$ cat src/rtl/divider_seq.sv
// divider_seq: sequential unsigned restoring divider.
// Produces one quotient bit per clock. An accepted start with B != 0 yields a result
// N+1 cycles later. A start with B == 0 yields a divide-by-zero result after one cycle.
module divider_seq #(
   parameter int unsigned N = 8
) (
   input  logic         clk,
   input  logic         rst,
   input  logic         start,
   input  logic [N-1:0] A,
   input  logic [N-1:0] B,
   output logic         busy,
   output logic         done,
   output logic [N-1:0] Q,
   output logic [N-1:0] R,
   output logic         div_by_zero
);

   localparam int unsigned CW = $clog2(N + 1);

   typedef enum logic [1:0] {StIdle, StRun, StDone} state_e;

   state_e         state_q, state_d;
   logic [N-1:0]   dividend_q;
   logic [N-1:0]   divisor_q;
   logic [N-1:0]   rem_q;
   logic [N-2:0]   quot_q;
   logic [CW-1:0]  cnt_q;

   logic           accept;
   logic [N:0]     rem_shift;
   logic           qbit;
   logic [N-1:0]   rem_next;
   logic [N-1:0]   quot_next;

   // IDLE and DONE both accept a new start, so back-to-back operations lose no cycle
   assign accept = start && (state_q == StIdle || state_q == StDone);

   // State register
   always_ff @(posedge clk) begin
      if (rst) begin
         state_q <= StIdle;
      end else begin
         state_q <= state_d;
      end
   end

   // Next-state logic
   always_comb begin
      state_d = state_q;
      unique case (state_q)
         StIdle, StDone: begin
            if (accept) begin
               state_d = (B == '0) ? StDone : StRun;
            end else begin
               state_d = StIdle;
            end
         end
         StRun: begin
            if (cnt_q == CW'(1)) begin
               state_d = StDone;
            end
         end
         default: state_d = StIdle;
      endcase
   end

   // Handshake outputs decoded from the current state
   always_comb begin
      busy = 1'b0;
      done = 1'b0;
      unique case (state_q)
         StRun:   busy = 1'b1;
         StDone:  done = 1'b1;
         default: ;
      endcase
   end

   // One restoring step. rem_shift is the N+1 bit partial remainder; after a successful
   // subtraction the result is below the divisor, so an N-bit difference is exact.
   always_comb begin
      rem_shift = {rem_q, dividend_q[N-1]};
      qbit      = (rem_shift >= {1'b0, divisor_q});
      rem_next  = qbit ? (rem_shift[N-1:0] - divisor_q) : rem_shift[N-1:0];
      quot_next = {quot_q, qbit};
   end

   // Datapath: operand latch, iteration registers and the held result
   always_ff @(posedge clk) begin
      if (rst) begin
         dividend_q  <= '0;
         divisor_q   <= '0;
         rem_q       <= '0;
         quot_q      <= '0;
         cnt_q       <= '0;
         Q           <= '0;
         R           <= '0;
         div_by_zero <= 1'b0;
      end else if (accept) begin
         dividend_q <= A;
         divisor_q  <= B;
         rem_q      <= '0;
         quot_q     <= '0;
         cnt_q      <= CW'(N);
         if (B == '0) begin
            Q           <= '1;
            R           <= A;
            div_by_zero <= 1'b1;
         end
      end else if (state_q == StRun) begin
         dividend_q <= {dividend_q[N-2:0], 1'b0};
         rem_q      <= rem_next;
         quot_q     <= quot_next[N-2:0];
         cnt_q      <= cnt_q - CW'(1);
         if (cnt_q == CW'(1)) begin
            Q           <= quot_next;
            R           <= rem_next;
            div_by_zero <= 1'b0;
         end
      end
   end

endmodule
$ cat config.mk
export PLATFORM = sky130hd
export DESIGN_NAME = divider_seq
export DESIGN_NICKNAME = d
export VERILOG_FILES = /design/src/rtl/divider_seq.sv
export SDC_FILE = /design/constraint.sdc
export NUM_CORES = 1
export LEC_CHECK = 0
export CORE_MARGIN = 4
export CORE_UTILIZATION = 53
export CTS_CLUSTER_DIAMETER = 100
export DETAILED_ROUTE_END_ITERATION = 16
export PLACE_DENSITY = 0.8
export SYNTH_ARGS = -nofsm -noshare
export SYNTH_HDL_FRONTEND = slang
export SYNTH_SLANG_ARGS = --single-unit
$ cat constraint.sdc
create_clock -name clk -period 2.2 [get_ports clk]
set_clock_uncertainty 0.05 [all_clocks]
set_input_delay 0.44 -clock clk [delete_from_list [all_inputs] [get_ports clk]]
set_output_delay 0.44 -clock clk [all_outputs]
set_load 0.01 [all_outputs]
## Word-level counts from Yosys, hierarchy flattened

Cells that the tools add are included.
Widths: inputs -> output; s select.

- Flip-flop bits (word level): 54
- Latch bits: 0
- Memory bits (writable): 0
- Memory bits (read-only): 0
- Input port bits: 19
- Output and inout bits: 19
- Word-level logic and storage cells: 50
- Memories kept: 0

- $add $sub $neg: 2
- Multipliers: 0
- Divide/modulo/power cells: 0
- Magnitude comparators: 1
- Equality and inequality tests: 5
- Shift-type cells: 0
- Muxes and demuxes: 23
- Bitwise logic cells: 0
- Reduce and logical (&&, ||, !) cells: 9

Operators with widths:

| kind | count |
|---|---|
| $mux 8 | 11 |
| $ge 9x8->1 | 1 |
| $logic_not 8->1 | 1 |
| $mux 4 | 2 |
| $sub 8x8->8 | 1 |
| $mux 1 | 6 |
| $mux 2 | 3 |
| $eq 4x1->1 const B | 1 |
| $pmux 2 s2 | 1 |
| $reduce_bool 2->1 | 2 |
| $reduce_or 2->1 | 2 |
| $sub 4x1->4 const B | 1 |
| $reduce_and 3->1 | 1 |
| $eq 2x1->1 const B | 1 |
| $eq 2x2->1 const B | 1 |
| $logic_not 2->1 | 1 |
| $ne 2x1->1 const B | 1 |
| $ne 2x2->1 const B | 1 |
| $logic_and 1x1->1 | 1 |
| $logic_or 1x1->1 | 1 |

## Depth between registers and ports, before layout

- Depth after elaboration: 5
- Mapped depth: 9
- Depth with buffers taken out: 9

## Worst setup path after synthesis

No wires, ideal clock.

- Path type: register to register
- Start point: register divisor_q[4]
- End point: register R[7]
- Library setup time: 88 ps
- Arrival time: 1860 ps
- Required time: 2062 ps
- Path slack: 202 ps
- Cell stages (with the launch flop): 10
- Path buffers: 1
- Clock period less this slack: 1998 ps
- Cells stage by stage: dfxtp_1 inv_1 ha_1 a21o_1 a31o_1 o221ai_2 and2_1 buf_2 nand2_1 a311oi_2

- Longest elaborated chain between the ends: 5
- Elaborated cells on any way between the ends: 6
- Classes of those cells: 1 x add/sub; 1 x order compare; 4 x mux

RTL lines:

| element | RTL line | source |
|---|---|---|
| start, declared | 25 | `logic [N-1:0] divisor_q;` |
| start signal, assigned | 92 | `divisor_q <= '0;` |
| start signal, assigned | 101 | `divisor_q <= B;` |
| $sub 8x8->8 / $ge 9x8->1 (equally long branches) | 84, 83 |  |
| $mux 8 * | 84 | `rem_next = qbit ? (rem_shift[N-1:0] - divisor_q) : rem_shift[N-1:0];` |
| $mux 8 * | 115 | `if (cnt_q == CW'(1)) begin` |
| $mux 8 * | 110 | `end else if (state_q == StRun) begin` |
| $mux 8 * | 99 | `end else if (accept) begin` |
| end signal, assigned | 117 | `R <= rem_next;` |
| end, declared | 15 | `output logic [N-1:0] R,` |

Mark *: on every way between the ends. The rest lies on a longest branch, timed or not. The select of a mux whose other input is x is not followed.
A chain may end at the register's enable or synchronous reset.

## Worst setup path in the final report

- Start point: input port B[0]
- End point: register R[5]

- Longest elaborated chain between the ends: 3

RTL lines:

| element | RTL line | source |
|---|---|---|
| start, declared | 11 | `input logic [N-1:0] B,` |
| $logic_not 8->1 | 105 | `if (B == '0) begin` |
| $ne 2x1->1 (no line) | - |  |
| $reduce_and 3->1 (no line) | - |  |

No other way between the ends.

==> flow_summary.ini <==
[outcome]
status = finished, final reports clean

[cts]
clock-sinks = 54
cts_max_path_buffers = 2
cts_tree = yes
htreeDepth = 2
clk_pin_slew_ns = 0.11
ctsHoldBuffers = 0
cts-root-buf = clkbuf_8
clkLatencyLatePin_ns = 0.32
cts_buffers = 5

[synthesis]
synth-edff-count = 0
synthFlopType = dfxtp_1
syn_area_um2 = 2500
yosysTopAreaCellShare = 0.432
synth_top_cells_by_area = dfxtp_1 43%, a21oi_1 8.4%, nand2_1 7.5%
synthArstFlopShare = 0
ys_seq_elements = 54
seq_area_frac_synth = 0.432
synth_nets = 337
yosysUniqueCellTypes = 47
ys_warn_count = 0
synth_cells = 307
yosysTopAreaCell = dfxtp_1
avgSynthCellArea_um2 = 8.15

[min_path]
hp-start = dividend_q[5]
hold_class = reg -> reg
min_path_cells = 2
hold_end = dividend_q[5]

[worst_setup_path]
slowest_delay_ns = 0.57
reg2reg_depth = 8
reg2reg_slack_ns = 0.10
worstSetupPathType = in -> reg
endpoint_kind = flip-flop
rr_startpoint = divisor_q[1]
timing.rr.end = rem_q[1]
cp_slowest_cell = or4_4
critPathLaunchType = primary input
critPathMaxFanout = 5
cp.required_ns = 2.35
critPathArrivalTime_ns = 2.33
cp_cell_sequence = clkdlybuf4s50_1, or4_4, nor3_4, nor2_2, or3_1, o21ai_0, a311oi_1

[floorplan]
die-area_um2 = 5880
io-pin-count = 38
fp.dieH_um = 76.7
start_util = 0.559
core_um2 = 4470
die_x_um = 76.7
rows = 24

[timing]
grt_setup_unrepaired = yes
maxSlewViolCount = 0
tightest_slew_ns = 0.662
finalSetupViolations = 0
period_share = 0.991
max_freq_mhz = 459
hold_viol_final = 0
period_needed_ns = 2.18
final.setup.tns_ns = 0
slew_headroom = 0.557

[global_routing]
grt_pass1_wl_um = 9970
grt_max_degree = 24
grt-ovfl-total = 0
grtUsageTotal = 0.210
antenna_found_initial = 0
grt_pass1_vias = 2127

[route]
vias = 2394
drc_errors = 0
drtAntennaViolNets = 0
drt_iter0_markers = 196
totalWireLength_um = 6490
wl_per_cell_um = 15.6
viasPerCell = 5.77
drt_pass1_iterations = 4

[layout]
fin_nets = 392
area.growth.synth_to_final_pct = 28.4
antenna_cells = 0
final_cells = 415
nFillCells = 361
drive_gt1_frac = 0.160

[power_and_ir_drop]
total_power_mw = 2.25
p_per_area_nw_per_um2 = 702
p_leak_nw = 1.20
ir_drop_mv = 0.582

[placement]
dp_cells = 400
hpwl_um = 4590
io_buffers = 37
gp_congestion = 0.824

[job]
max_cap_viol_count = 0
-- cell usage after synthesis, types with 4 or more instances --
library cell   n
o21ai_1        7
clkbuf_1      13
o21ai_0       13
nor3_1        17
nand2_1       50
inv_1         12
a22oi_1        6
nor2b_1        4
a21oi_1       42
xnor2_1        4
nor2_1        21
dfxtp_1       54
a31oi_1        6
a211oi_1       4
ha_1          10
-- cell families (layout without fill, tap and decap cells) --
logic type / after synthesis / in the layout / share of synthesized area
adder cells (fa/ha/maj): 11 / 11 / 0.0580
AND/OR/NAND/NOR: 115 / 116 / 0.219
buffers and inverters: 30 / 85 / 0.0490
AO/OA/AOI/OAI: 88 / 88 / 0.208
flip-flops: 54 / 54 / 0.432
XOR/XNOR: 6 / 6 / 0.0210
multiplexers: 3 / 3 / 0.0130
-- critical path, delay by kind of cell --
| kind | cells | cell delay, ns |
|---|---|---|
| buf+inv | 1 | 0.43 |
| compound gates | 2 | 0.17 |
| simple gates | 4 | 1.30 |
-- through the flow --
stage	hold WS [ns]	setup slack (ns)	area, um2	utilization
2_1_floorplan	0.386	0.202	2500	-
5_1_grt	0.430	-0.0417	3210	0.718
4_1_cts	0.414	0.0134	3120	0.697
3_3_place_gp	0.393	-0.183	3020	0.675
6_report	0.411	0.0194	3210	0.718
3_5_place_dp	0.399	-0.217	3020	0.675
-- worst max-delay path by stage --
stage / from / end / slack, ns / depth (start not counted)
floorplan: divisor_q[4] / R[7] / 0.20 / 9
global placement: B[3] / R[7] / -0.18 / 7
detailed placement: B[0] / R[5] / -0.22 / 7
CTS: divisor_q[4] / rem_q[1] / 0.01 / 8
global route: B[0] / R[6] / -0.04 / 7
finish: B[0] / R[5] / 0.02 / 7
-- report_power, final --
group / total, mW / switching (mW) / internal [mW]
Combinational: 0.591 / 0.322 / 0.270
Sequential: 1.06 / 0.0333 / 1.02
Clock: 0.606 / 0.367 / 0.239
-- registers in the layout, indices dropped and copies added, names as in the netlist --
name,flops
R,8
rem_q,8
Q,8
cnt_q,4
state_q,2
divisor_q,8
quot_q,7
dividend_q,8
div_by_zero,1
-- metal layers --
layer / part of all wire / GRT usage / vias up
li1: - / - / 1176
met1: 0.44 / 0.270 / 1131
met2: 0.49 / 0.358 / 78
met3: 0.060 / 0.0422 / 9
met4: 0.012 / 0.0562 / 0
met5: 0 / 0 / -
-- timing repair --
action | CTS | global route
setup buffers | 0 | 6
endpoints found under the setup margin | 1 | 16
pin swaps | 0 | 7
gates cloned | 0 | 1
resized for setup | 1 | 15
-- cell type report --
class                           count  area [um2]  share of cell area
Timing Repair Buffer               63         566               0.176
Clock inverter                      3        28.8             0.00896
Clock buffer                        5        68.8              0.0214
Inverter                           14        52.6              0.0164
Tap cell                           52        65.1              0.0203
Multi-Input combinational cell    224        1350               0.420
Sequential cell                    54        1080               0.337
-- placed cells by master, fill, tap and decap left out, drive strengths merged, types with 3 or more instances in the layout --
cell type      count
a211oi             4
a21oi             42
a22oi              6
a311oi             3
a31oi              6
and3               3
and4               3
buf               26
clkbuf             5
clkdlybuf4s50     37
dfxtp             54
ha                10
inv               15
nand2             51
nand2b             3
nor2              22
nor2b              4
nor3              18
o21ai             21
or3                3
xnor2              4
No activity file was read; power rests on OpenSTA's default activity.
